===== src/rtl/complex_nr_acc.sv =====
// complex_nr_acc: accumulates ACC_LEN complex products into a signed complex
// sum and hands the sum downstream over a valid/ready handshake.
// Optional build macro: COMPLEX_ACC_SAT_EN -- when defined, each addition
// saturates per part instead of wrapping modulo 2^ACC_WIDTH.
module complex_nr_acc #(
  parameter  int DATA_WIDTH = 8,
  parameter  int ACC_LEN    = 4,
  parameter  int ACC_WIDTH  = 20,
  localparam int PW         = 2*DATA_WIDTH+1
) (
  input  logic                 clk,
  input  logic                 rstn,
  input  logic                 sw_rst,
  input  logic                 res_val,
  output logic                 res_ready,
  input  logic [PW-1:0]        res_re,
  input  logic [PW-1:0]        res_im,
  output logic                 acc_val,
  input  logic                 acc_ready,
  output logic [ACC_WIDTH-1:0] acc_re,
  output logic [ACC_WIDTH-1:0] acc_im,
  output logic                 acc_ovf
);

  localparam int CNT_W = (ACC_LEN > 1) ? $clog2(ACC_LEN) : 1;
  localparam logic [CNT_W-1:0] CNT_LAST = CNT_W'(ACC_LEN-1);

  typedef enum logic [1:0] {IDLE, ACC, OUT} state_t;

  state_t                          state_reg;
  logic [CNT_W-1:0]                cnt_reg;
  logic [1:0][ACC_WIDTH-1:0]       acc_reg;
  logic                            ovf_reg;
  logic                            res_ready_reg;
  logic                            acc_val_reg;

  // Part 0 is the real lane, part 1 the imaginary lane.
  logic [1:0][PW-1:0]              prod;
  logic [1:0][ACC_WIDTH:0]         sum_wide;
  logic [1:0][ACC_WIDTH-1:0]       sum_next;
  logic [1:0]                      part_ovf;

  assign prod[0] = res_re;
  assign prod[1] = res_im;

  genvar gi;
  generate
    for (gi = 0; gi < 2; gi++) begin : g_part
      // One guard bit above the accumulator exposes signed overflow.
      assign sum_wide[gi] = {acc_reg[gi][ACC_WIDTH-1], acc_reg[gi]}
                          + {{(ACC_WIDTH+1-PW){prod[gi][PW-1]}}, prod[gi]};
      assign part_ovf[gi] = sum_wide[gi][ACC_WIDTH] ^ sum_wide[gi][ACC_WIDTH-1];
`ifdef COMPLEX_ACC_SAT_EN
      // Clamp toward the true sign of the wide result.
      assign sum_next[gi] = !part_ovf[gi] ? sum_wide[gi][ACC_WIDTH-1:0] :
                            sum_wide[gi][ACC_WIDTH] ? {1'b1, {(ACC_WIDTH-1){1'b0}}}
                                                    : {1'b0, {(ACC_WIDTH-1){1'b1}}};
`else
      assign sum_next[gi] = sum_wide[gi][ACC_WIDTH-1:0];
`endif
    end
  endgenerate

  // Control FSM with registered handshake outputs and the accumulator datapath.
  always_ff @(posedge clk or negedge rstn) begin
    if (!rstn) begin
      state_reg     <= IDLE;
      cnt_reg       <= '0;
      acc_reg       <= '0;
      ovf_reg       <= 1'b0;
      res_ready_reg <= 1'b0;
      acc_val_reg   <= 1'b0;
    end else if (sw_rst) begin
      state_reg     <= IDLE;
      cnt_reg       <= '0;
      acc_reg       <= '0;
      ovf_reg       <= 1'b0;
      res_ready_reg <= 1'b0;
      acc_val_reg   <= 1'b0;
    end else begin
      case (state_reg)
        IDLE: begin
          state_reg     <= ACC;
          res_ready_reg <= 1'b1;
          acc_val_reg   <= 1'b0;
        end
        ACC: begin
          if (res_val && res_ready_reg) begin
            acc_reg <= sum_next;
            if (|part_ovf) ovf_reg <= 1'b1;
            if (cnt_reg == CNT_LAST) begin
              cnt_reg       <= '0;
              state_reg     <= OUT;
              res_ready_reg <= 1'b0;
              acc_val_reg   <= 1'b1;
            end else begin
              cnt_reg <= cnt_reg + CNT_W'(1);
            end
          end
        end
        OUT: begin
          if (acc_ready) begin
            acc_reg       <= '0;
            ovf_reg       <= 1'b0;
            state_reg     <= ACC;
            res_ready_reg <= 1'b1;
            acc_val_reg   <= 1'b0;
          end
        end
        default: begin
          state_reg     <= IDLE;
          cnt_reg       <= '0;
          res_ready_reg <= 1'b0;
          acc_val_reg   <= 1'b0;
        end
      endcase
    end
  end

  assign res_ready = res_ready_reg;
  assign acc_val   = acc_val_reg;
  assign acc_re    = acc_reg[0];
  assign acc_im    = acc_reg[1];
  assign acc_ovf   = ovf_reg;

endmodule

===== config.mk =====
export PLATFORM = sky130hd
export DESIGN_NAME = complex_nr_acc
export DESIGN_NICKNAME = d
export VERILOG_FILES = /design/src/rtl/complex_nr_acc.sv
export SDC_FILE = /design/constraint.sdc
export NUM_CORES = 1
export LEC_CHECK = 0
export CAP_MARGIN = 40
export CORE_UTILIZATION = 56
export CTS_CLUSTER_DIAMETER = 200
export CTS_CLUSTER_SIZE = 16
export DETAILED_ROUTE_END_ITERATION = 10
export GPL_TIMING_DRIVEN = 1
export PLACE_DENSITY_LB_ADDON = 0.3
export RECOVER_POWER = 50
export SYNTH_ARGS = -nofsm -noshare
export SYNTH_HDL_FRONTEND = slang
export SYNTH_SLANG_ARGS = --single-unit

===== constraint.sdc =====
create_clock -name clk -period 4.3 [get_ports clk]
set_clock_uncertainty 0.1 [all_clocks]
set_input_delay 0.86 -clock clk [delete_from_list [all_inputs] [get_ports clk]]
set_output_delay 0.86 -clock clk [all_outputs]
set_load 0.005 [all_outputs]

; Word-level counts from Yosys, hierarchy flattened
; Cells that the tools add are included.
[totals]
ramBits = 0
memories = 0
input_bits = 39
register_bits = 47
latch_bits = 0
rom_bits = 0
[classes]
n_bitwise = 2
multipliers = 0
n_eq_ne = 8
n_reduce_logical = 9
n_div = 0
muxes = 27
n_lt_le_gt_ge = 0
n_addsub = 3
shifts = 0
[ops]
columns = cell, count
row1 = 40-bit two-way mux, 3
row2 = 40-bit one-hot mux with 2 select lines, 1
row3 = 20-bit by 17-bit adder with 21-bit output, 2
row4 = 2-bit two-way mux, 7
row5 = "3-bit != test, second input constant", 4
row6 = 1-bit two-way mux, 11
row7 = 2-bit one-hot mux with 3 select lines, 1
row8 = 3-bit AND reduction, 2
row9 = "2-bit equality test, second input constant", 2
row10 = 1-bit one-hot mux with 2 select lines, 2
row11 = 2-bit one-hot mux with 2 select lines, 1
row12 = 4-bit AND reduction, 1
row13 = 2-bit OR reduction, 2
row14 = 1-bit one-hot mux with 3 select lines, 1
row15 = 3-bit nonzero test, 1
row16 = "2-bit by 1-bit adder with 2-bit output, second input constant", 1
row17 = "2-bit by 1-bit equality test with 1-bit output, second input constant", 1
row18 = 2-bit logical NOT, 1
row19 = "2-bit by 1-bit != test with 1-bit output, second input constant", 1
row20 = 2-bit AND reduction, 1
row21 = 1-bit bitwise XOR, 2
row22 = 1-bit logical AND, 1

; Longest topological paths before layout
[logic_depth]
word_depth = 7
ltp_mapped = 10
depth_no_buf = 10

; Worst setup path before layout
; Ideal clock, no wire load.
[synth_timing]
path_type = input-to-reg
startpoint = input res_re[0]
endpoint = register acc_reg, in the netlist acc_re[18]
arrival_ns = 2.599
path_stages = 10
path_buffers = 0
slack_ns = 1.479
cell_sequence = ha_1 -> inv_1 -> fa_1 -> nor2b_1 -> o31a_1 -> o21ai_1 -> a21oi_1 -> o2111ai_1 -> a21o_1 -> a32o_1
[synth_between]
elab_chain_cells = 4
[synth_rtl]
columns = element, line
row1 = "start, declared", 16  ; input logic [PW-1:0] res_re,
row2 = 20-bit by 17-bit adder with 21-bit output, 51  ; + {{(ACC_WIDTH+1-PW){prod[gi][PW-1]}}, prod[gi]};
row3 = 40-bit two-way mux, 88  ; if (res_val && res_ready_reg) begin
row4 = 40-bit one-hot mux with 2 select lines, 81  ; case (state_reg)
row5 = 40-bit two-way mux, 73  ; end else if (sw_rst) begin
row6 = "end signal, assigned", 89  ; acc_reg <= sum_next;
row7 = "end, declared", 32  ; logic [1:0][ACC_WIDTH-1:0] acc_reg;
; Every way passes these cells. The select of a mux whose other input is x is not followed.
; A chain may end at the register's enable or synchronous reset.

; Final worst setup path
; Ends and elaborated chain as after synthesis.

==> run metrics <==
maximum clock frequency=299 MHz; Hold Path End=acc_im[14]; Root Buffer=clkbuf_8; CP cell instances=clkdlybuf4s50_1 -> ha_1 -> inv_1 -> fa_1 -> nor2b_1 -> o31a_1 -> o21ai_1 -> a21oi_1 -> o2111ai_1 -> a21o_1 -> a32o_1; RSZ-0062 raised after global routing=no; critical path class=input port to flip-flop; Worst slew margin=-0.0193; PwrDens=271 nW/um2; Slew @ Worst Pin=1530 ps; wirelength, routed=9240 um; failing checks=capacitance limit, slew limit; Cell Int Power=866 uW; Startpoint Class=input port; HP Start=acc_im[14]; Final setup viols=0; DR vias/cell=6.12; Fin Setup TNS=0 ps; switching pwr=407 uW; nets=587; hold_buf cts=0; clk_lat worst skew=300 ps; first-pass GRT wire length=15500 um; YS warnings=0; Filler cells=483; DIE WIDTH=82.9 um; worst reg2reg endpoint=acc_re[18]; status=finished, violations left; post-CTS setup buffer count=0; dpl cells=575; number of global-route vias before repair=3321; most common flop cell mapped by yosys=dfrtp_1; Die Y-Extent=82.9 um; layout cells sized above 1=0.0455; max incr delay on CP=460 ps; Syn Area/Cell=8.69 um2; IO Port Bufs=81; fin. max-slew vios=28; drt pass-1 iters=5; Crit Reg-Reg Startpoint=acc_re[0]; Logic pwr share=0.353; CTS Sinks=45; CP Max Fanout=4; Reg power frac=0.379; ys async rst share=1.00; Mapped Area=3670 um2; Layout Cells excl Fill=583; core box area=6350 um2; Clock Power Share=0.268; CP Data Required Time=4380 ps; top cells by area, synth=dfrtp_1 (31%), ha_1 (14%), nand2_1 (5.6%); area delta synth->final=27.9%; die area=6880 um2; RePlAce Congestion=0.920; CTS HTree Levels=2; unique cell type count in the Yosys netlist=56; Routed wire per std cell=15.8 um; crit path time final=3340 ps; Initial DRC Count=183; switching part of the total=0.320; Seq/Total Area, Yosys=0.307; Worst Setup End Kind=flip-flop; Max-Cap Viols=1; Hold Path Class=flip-flop to flip-flop; Post-synth EDFFs=0; final hold vios=0; Leakage=2.22 nW; Core Rows=29; Syn Inst Count=422; CTS tree=yes; Pwr Total=1.27 mW; Final Cycle Share=0.777; FF+latch count, synth=45; largest net degree at the start of global routing=28; hold path cells=2; CTS Buf Count=5; final setup margin=960 ps; Synthesized Nets=504; Max Buffers Root-to-Sink=2; Boundary Pins=82; GRT Total Usage=0.272; worst vdd ir=169 uV; reg2reg path depth=10; Routed Antenna Nets=0; final core occ=0.739; Data arrival, critical path=3420 ps; CTS clk-pin slew, worst paths=80 ps; grt ovf=0; initial antenna violation count=0; DP Worst Slack=684 ps; slowest CP cell=clkdlybuf4s50_1; r2r setup slk=1600 ps; initial core utilization=0.578; # diodes=0; hpwl dp=6950 um; Synth top area share=0.307; Post-CTS Resized=0; DR DRC count=0; number of vias in the routed layout=3567; Synth area leader=dfrtp_1
[cell type report]
| cell class | instances | area, um2 | area share |
|---|---|---|---|
| Clock buffer | 7 | 86.3 | 0.0184 |
| Clock inverter | 1 | 30.0 | 0.00640 |
| Multi-Input combinational cell | 344 | 2410 | 0.514 |
| Timing Repair Buffer | 88 | 861 | 0.184 |
| Inverter | 21 | 78.8 | 0.0168 |
| Tap cell | 77 | 96.3 | 0.0205 |
| Sequential cell | 45 | 1130 | 0.240 |
[per-layer routing]
| metal | up-vias | wire length [um] | share of wire | GRT usage |
|---|---|---|---|---|
| li1 | 1721 | - | - | - |
| met1 | 1712 | 4310 | 0.47 | 0.387 |
| met2 | 122 | 4380 | 0.47 | 0.443 |
| met3 | 12 | 457 | 0.049 | 0.0348 |
| met4 | 0 | 93 | 0.010 | 0.0643 |
| met5 | - | 0 | 0 | 0 |
[logic make-up (layout without fill, tap and decap cells)]
family,count (synthesis),in the layout,share of synthesized area
AOI/OAI and AO/OA,156,156,0.290
xor gates and xnor gates,28,28,0.0668
adders and majority gates,43,43,0.151
buffers and inverters,33,117,0.0385
DFF,45,45,0.307
muxes,1,1,0.00273
and+or+nand+nor,116,116,0.144
[critical path: cells and delay by family]
kind,cells,cell delay (ps)
compound gates,6,1250
fa+ha+maj,2,600
buf+inv,2,520
simple gates,1,180
[stage by stage]
stage               area, um2  hold WS [ps]
floorplan                3670           393
global placement         4560           390
detailed placement       4590           398
CTS                      4710           414
global route             4690           444
finish                   4690           405
[worst max path at each step]
stage | start | endpoint | slack [ps] | depth (start not counted)
2_1_floorplan | res_re[0] | acc_re[18] | 1480 | 10
3_3_place_gp | res_re[0] | acc_re[18] | 810 | 11
3_5_place_dp | res_re[0] | acc_re[18] | 680 | 11
4_1_cts | res_re[0] | acc_re[18] | 1000 | 11
5_1_grt | res_re[0] | acc_re[18] | 850 | 11
6_report | res_re[0] | acc_re[18] | 960 | 11
[cell usage in the layout (no fill, tap or decap), types with 5 or more instances in the layout]
cell / n
clkdlybuf4s50_1: 62
nand2_1: 55
dfrtp_1: 45
ha_1: 41
a21oi_1: 38
o21ai_0: 32
inv_1: 21
nor2_1: 20
dlygate4sd3_1: 18
xnor2_1: 15
xor2_1: 13
a21o_1: 13
nand4_1: 9
nand3_1: 7
nor3_1: 6
a22o_1: 6
o41ai_1: 6
a31oi_1: 6
clkbuf_8: 6
nor2b_1: 5
o21a_1: 5
o21ai_1: 5
buf_4: 5
[power groups by stage]
stage	clock, mW	combinational [mW]	sequential (mW)
CTS	0.347	0.455	0.483
floorplan	0	0.278	0.489
global placement	0	0.438	0.489
finish	0.341	0.450	0.482
detailed placement	0	0.451	0.491
global route	0.361	0.496	0.487
[cell usage after synthesis, drive strengths merged (2+ instances only)]
cell and number:
a2111oi 2, a211o 4, a211oi 4, a21boi 3, a21o 15, a21oi 38
a221oi 2, a22o 6, a31oi 6, a32o 4, and3 3, clkbuf 11
dfrtp 45, fa 2, ha 41, inv 21, nand2 55, nand2b 3
nand3 7, nand4 9, nor2 20, nor2b 5, nor3 6, nor3b 2
o211a 2, o211ai 3, o21a 5, o21ai 38, o21bai 4, o22ai 2
o31ai 5, o41ai 6, or3 2, xnor2 15, xor2 13
Power figures use the tool's default switching activity.
